[src/rtl/seg7_pkg.sv]
// Shared types and constants for the seven-segment scan controller.
// Segment codes are active-low, bit0 = a ... bit6 = g.
package seg7_pkg;

    typedef enum logic [1:0] {
        IDLE = 2'd0,
        SCAN = 2'd1,
        GAP  = 2'd2
    } state_t;

    localparam logic [6:0] SEG_OFF = 7'h7F;

    // Index 0 is the rightmost entry; b and d are the lowercase glyphs.
    localparam logic [15:0][6:0] SEG_TABLE = {
        7'h0E, 7'h06, 7'h21, 7'h46, 7'h03, 7'h08, 7'h10, 7'h00,
        7'h78, 7'h02, 7'h12, 7'h19, 7'h30, 7'h24, 7'h79, 7'h40
    };

endpackage

[src/rtl/seg7_decode.sv]
// Hex nibble to active-low a..g segment pattern.
module seg7_decode
    import seg7_pkg::*;
(
    input  logic [3:0] nib,
    output logic [6:0] seg
);

    assign seg = SEG_TABLE[nib];

endmodule

[src/rtl/seg7_scan_ctrl.sv]
// Time-multiplexed common-anode seven-segment scan controller with buffered word update.
// Optional leading-zero blanking is enabled by defining SEG7_LZ_BLANK_EN.
//
// state | meaning
// IDLE  | display disabled, anodes off, index and counters cleared
// SCAN  | indexed digit driven for DIV clocks
// GAP   | all anodes off for GAP_CYC clocks before the next digit
module seg7_scan_ctrl
    import seg7_pkg::*;
#(
    parameter int CLK_HZ  = 25_000_000,
    parameter int SCAN_HZ = 1000,
    parameter int DIGITS  = 8,
    parameter int GAP_CYC = 4
) (
    input  logic                  clk_i,
    input  logic                  rst_i,
    input  logic                  en_i,
    input  logic [4*DIGITS-1:0]   data_i,
    input  logic [DIGITS-1:0]     dp_i,
    input  logic                  valid_i,
    output logic                  ready_o,
    output logic [DIGITS-1:0]     an_o,
    output logic [6:0]            seg_o,
    output logic                  dp_o,
    output logic                  frame_o
);

    localparam int DIV = CLK_HZ / SCAN_HZ;
    localparam int PW  = $clog2(DIV);
    localparam int IW  = (DIGITS > 2) ? $clog2(DIGITS) : 1;
    localparam int GW  = (GAP_CYC > 1) ? $clog2(GAP_CYC) : 1;
    localparam int DW  = 4 * DIGITS;

    localparam logic [PW-1:0] PRESC_LAST = PW'(DIV - 1);
    localparam logic [GW-1:0] GAP_LAST   = GW'(GAP_CYC - 1);
    localparam logic [IW-1:0] IDX_LAST   = IW'(DIGITS - 1);

    state_t          state, state_nxt;
    logic [IW-1:0]   idx, idx_nxt;
    logic [PW-1:0]   presc, presc_nxt;
    logic [GW-1:0]   gap_cnt, gap_nxt;

    logic [DW-1:0]     act_word, pend_word, act_word_nxt;
    logic [DIGITS-1:0] act_dp, pend_dp, act_dp_nxt;
    logic              pend_full;
    logic              boundary;

    logic [3:0]        nib;
    logic [6:0]        seg_dec;
    logic              blank;
    logic [DIGITS-1:0] an_d;
    logic [6:0]        seg_d;
    logic              dp_d;

    assign ready_o  = !pend_full;
    assign boundary = (state == SCAN) && (idx == '0) && (presc == '0);

    // The word swapped in at a boundary is already visible on that first digit-0 clock.
    assign act_word_nxt = (boundary && pend_full) ? pend_word : act_word;
    assign act_dp_nxt   = (boundary && pend_full) ? pend_dp   : act_dp;

    always_ff @(posedge clk_i or posedge rst_i) begin
        if (rst_i) state <= IDLE;
        else       state <= state_nxt;
    end

    always_comb begin
        state_nxt = state;
        idx_nxt   = idx;
        presc_nxt = presc;
        gap_nxt   = gap_cnt;
        if (!en_i) begin
            state_nxt = IDLE;
            idx_nxt   = '0;
            presc_nxt = '0;
            gap_nxt   = '0;
        end else begin
            case (state)
                IDLE: state_nxt = SCAN;
                SCAN: begin
                    if (presc == PRESC_LAST) begin
                        state_nxt = GAP;
                        presc_nxt = '0;
                        gap_nxt   = '0;
                    end else begin
                        presc_nxt = presc + 1'b1;
                    end
                end
                GAP: begin
                    if (gap_cnt == GAP_LAST) begin
                        state_nxt = SCAN;
                        gap_nxt   = '0;
                        idx_nxt   = (idx == IDX_LAST) ? '0 : idx + 1'b1;
                    end else begin
                        gap_nxt = gap_cnt + 1'b1;
                    end
                end
                default: state_nxt = IDLE;
            endcase
        end
    end

    always_ff @(posedge clk_i or posedge rst_i) begin
        if (rst_i) begin
            idx     <= '0;
            presc   <= '0;
            gap_cnt <= '0;
        end else begin
            idx     <= idx_nxt;
            presc   <= presc_nxt;
            gap_cnt <= gap_nxt;
        end
    end

    always_ff @(posedge clk_i or posedge rst_i) begin
        if (rst_i) begin
            act_word  <= '0;
            act_dp    <= '0;
            pend_word <= '0;
            pend_dp   <= '0;
            pend_full <= 1'b0;
        end else begin
            act_word <= act_word_nxt;
            act_dp   <= act_dp_nxt;
            if (boundary && pend_full) begin
                pend_full <= 1'b0;
            end else if (valid_i && !pend_full) begin
                pend_word <= data_i;
                pend_dp   <= dp_i;
                pend_full <= 1'b1;
            end
        end
    end

    assign nib = act_word_nxt[{idx, 2'b00} +: 4];

    seg7_decode u_decode (
        .nib (nib),
        .seg (seg_dec)
    );

`ifdef SEG7_LZ_BLANK_EN
    assign blank = (idx != '0) && !act_dp_nxt[idx] && ((act_word_nxt >> {idx, 2'b00}) == '0);
`else
    assign blank = 1'b0;
`endif

    always_comb begin
        an_d  = '1;
        seg_d = SEG_OFF;
        dp_d  = 1'b1;
        if (state == SCAN && !blank) begin
            an_d[idx] = 1'b0;
            seg_d     = seg_dec;
            dp_d      = !act_dp_nxt[idx];
        end
    end

    always_ff @(posedge clk_i or posedge rst_i) begin
        if (rst_i) begin
            an_o    <= '1;
            seg_o   <= SEG_OFF;
            dp_o    <= 1'b1;
            frame_o <= 1'b0;
        end else begin
            an_o    <= an_d;
            seg_o   <= seg_d;
            dp_o    <= dp_d;
            frame_o <= boundary;
        end
    end

endmodule

[config.mk]
export PLATFORM = sky130hd
export DESIGN_NAME = seg7_scan_ctrl
export DESIGN_NICKNAME = d
export VERILOG_FILES = /design/src/rtl/seg7_pkg.sv /design/src/rtl/seg7_decode.sv /design/src/rtl/seg7_scan_ctrl.sv
export SDC_FILE = /design/constraint.sdc
export NUM_CORES = 1
export LEC_CHECK = 0
export CAP_MARGIN = 20
export CORE_UTILIZATION = 25
export DETAILED_ROUTE_END_ITERATION = 8
export DONT_BUFFER_PORTS = 1
export SLEW_MARGIN = 10
export SYNTH_ARGS = -nofsm -noshare
export SYNTH_HDL_FRONTEND = slang
export SYNTH_HIERARCHICAL = 1
export SYNTH_SLANG_ARGS = --single-unit
[constraint.sdc]
create_clock -name clk_i -period 9.4 [get_ports clk_i]
set_clock_uncertainty 0.1 [all_clocks]
set_input_delay 0.47 -clock clk_i [delete_from_list [all_inputs] [get_ports clk_i]]
set_output_delay 0.47 -clock clk_i [all_outputs]
set_load 0.02 [all_outputs]
==> impl_results.md <==
- Status: finished, final reports clean
- Async S/R FF share, synth: 1.00
- Arrival time worst endpoint: 4210 ps
- Tot Pwr: 2.34 mW
- Longest Clk Path Bufs: 2
- Avg Vias per Cell: 4.78
- Worst rel slew slack: 0.347
- TritonRoute pass-1 iters: 4
- Area growth syn-to-layout: 15.8%
- Tcrit/Tclk final: 0.422
- First-pass GRT wire length: 20500 microns
- Core footprint: 0.0226 sq mm
- Number of synthesized flops with an enable pin: 0
- Final setup viols: 0
- Min cycle time layout: 3970 ps
- Largest net degree at the start of global routing: 68
- Internal: 1.62 mW
- Yosys reg bits: 120
- Min-delay src: valid_i
- CP startpoint: idx[1]
- Largest area contributor in the netlist: dfrtp_1
- Startpoint types: register
- Crit path kind: register to register
- Post-Syn Area: 0.00575 sq mm
- TritonCTS clock tree: done
- TritonCTS Buffers: 17
- Buffers on Ports: 0
- Avg Cell Area, Syn: 13.0 sq um
- Antenna violations before repair: 0
- Placed Cells: 705
- Cells after Synth: 441
- Io pins: 62
- Hold Path Sink: pend_full
- # diodes: 0
- Detailed placement HPWL: 8770 microns
- Largest stage delay, worst path: 570 ps
- Crit end category: register
- Worst-path maximum fanout: 58
- Die Ht: 154 microns
- DRT iter0 DRCs: 247
- Max stage delay cell, worst path: buf_4
- Vias in the first global route: 3714
- Die width: 154 microns
- Top_reg_cell synth: dfrtp_1
- Row count: 55
- CP cell instances: inv_1, ha_1, nand4_1, nor3_4, buf_4, mux4_2, a22oi_1, nand2_1, inv_1, ha_1, and2b_2, or3b_1, o21ai_0, nand2b_1
- HP Class: primary input to register
- Final cell count without fillers: 739
- Final slew viol count: 0
- RSZ-0062 raised after global routing: false
- Final worst setup slack: 5430 ps
- Post-Synthesis Net Count: 498
- Synth warnings: 6
- Post-synth top cells: dfrtp_1, mux2_2, nand2_1, o21ai_0, nor2_1
- Leakage power: 2.69 nW
- Worst R2R Setup Slack: 5430 ps
- Worst R2R Start: idx[1]
- P per Cell Area: 351 mW/mm^2
- H-tree levels: 4
- Count leader, synth: dfrtp_1
- Net switching power: 0.716 mW
- Register-to-Register Path Depth: 14
- Max Cap Viol: 0
- Register area share after synthesis: 0.526
- Slew @ Worst Pin: 977 ps
- Vias: 3530
- Flop pwr share: 0.388
- WL/cell: 16.7 microns
- Grt ovf: 0
- Largest cells by area after synthesis: dfrtp_1, mux2_2, dfstp_2, mux4_2, ha_1
- CP required: 9650 ps
- Final GP Congestion: 0.809
- Initial Util: 0.255
- GRT Overall Usage: 0.113
- Clk root buf: clkbuf_16
- Combinational share of power: 0.322
- Layout Utilization: 0.295
- Sink Count: 120
- Filler cell count: 2267
- Share of the synthesized area in the top cell type: 0.453
- DIE AREA: 0.0236 sq mm
- Post-route ant nets: 0
- Max Clock Freq: 0.252 GHz
- Clk pin slew, worst setup/hold paths: 50 ps
- Worst vdd ir: 158 uV
- R2r endpoint: seg_o[0]
- Total routed wirelength: 12400 microns
- Hold Path Depth: 2
- DRC: 0
- Place WS: 5410 ps
- Total negative slack: 0 ps
- Clk pwr share: 0.291
- Final hold viol count: 0
- Switching part of the total: 0.306
- Nets: 498
- Yosys cell types: 48
- Clk Latency, worst-skew pair: 410 ps
- Share of post-route cells with drive strength above 1: 0.341
-- how the worst max path moves through the flow --
stage / end
final: seg_o[0]
after floorplan: act_dp[0]
after detailed placement: seg_o[0]
after global placement: seg_o[0]
after CTS: seg_o[0]
after global routing: seg_o[3]
-- per-stage QoR --
step	hold slack, ps	area (sq um)
2_1_floorplan	372	5750
3_3_place_gp	377	6010
3_5_place_dp	386	6010
4_1_cts	76.6	6640
5_1_grt	85.0	6660
6_report	96.1	6660
-- area by class of cell --
| class | count | area (sq um) | share of cell area |
|---|---|---|---|
| timing repair buffer | 5 | 52.6 | 0.00789 |
| clock buffer | 24 | 482 | 0.0723 |
| clock inverter | 8 | 143 | 0.0214 |
| multi-input combinational | 287 | 2560 | 0.385 |
| sequential | 120 | 3020 | 0.454 |
| inverter | 10 | 40.0 | 0.00601 |
| tap | 285 | 357 | 0.0535 |
-- sequential cells by signal, summed over array words and instances, names as in the netlist, 2 cells and up --
| name | flops |
|---|---|
| state | 2 |
| seg_o | 7 |
| presc | 15 |
| pend_dp | 8 |
| gap_cnt | 2 |
| act_dp | 8 |
| idx | 3 |
| an_o | 8 |
| act_word | 32 |
| pend_word | 32 |
-- power by group through the flow --
stage / combinational, mW / sequential [mW] / clock (mW)
2_1_floorplan: 0.669 / 0.843 / 0
3_3_place_gp: 0.711 / 0.905 / 0
3_5_place_dp: 0.754 / 0.920 / 0
4_1_cts: 0.757 / 0.913 / 0.693
5_1_grt: 0.838 / 0.940 / 0.718
6_report: 0.753 / 0.908 / 0.680
-- critical path, delay by kind of cell (launching register included) --
| family | cells | cell delay, ps |
|---|---|---|
| adders and majority gates | 2 | 390 |
| AOI/OAI and AO/OA | 2 | 270 |
| muxes | 1 | 410 |
| and+or+nand+nor | 6 | 1190 |
| DFF | 1 | 530 |
| buffers and inverters | 3 | 970 |
-- cells in the final DEF, fill, tap and decap left out, drive strengths merged, types with 2 or more instances in the layout --
cell type / instances
dfrtp: 104
mux2: 82
nand2: 32
clkbuf: 24
o21ai: 23
nor2: 18
mux4: 18
dfstp: 16
ha: 13
nand3: 12
nand2b: 10
inv: 10
a22oi: 8
mux2i: 8
nand4: 6
a22o: 6
nor2b: 6
nor3: 5
nor4: 5
a21oi: 4
o31ai: 4
bufinv: 4
buf: 4
a21o: 3
and3: 3
clkinv: 3
and2: 3
o41ai: 2
a31oi: 2
nand3b: 2
nor3b: 2
-- per-layer routing --
layer  global-route usage  vias up  part of all wire
met4               0.0400        0             0.013
met2                0.175       87              0.48
met3               0.0369       13             0.057
li1                     -     1619                 -
met1                0.147     1811              0.45
met5                    0        -                 0
-- kinds of logic after synthesis --
| kind of cell | share of synthesized area |
|---|---|
| compound gates | 0.0703 |
| fa+ha+maj | 0.0283 |
| buf+inv | 0.0309 |
| flops | 0.526 |
| mux | 0.246 |
| simple gates | 0.0992 |
-- repair_timing --
item                                   CTS  global route
buffers inserted                         0             0
endpoints found under the hold margin   53             0
resized for setup                        0             0
hold buffers                             1             0
Power figures use the tool's default switching activity.
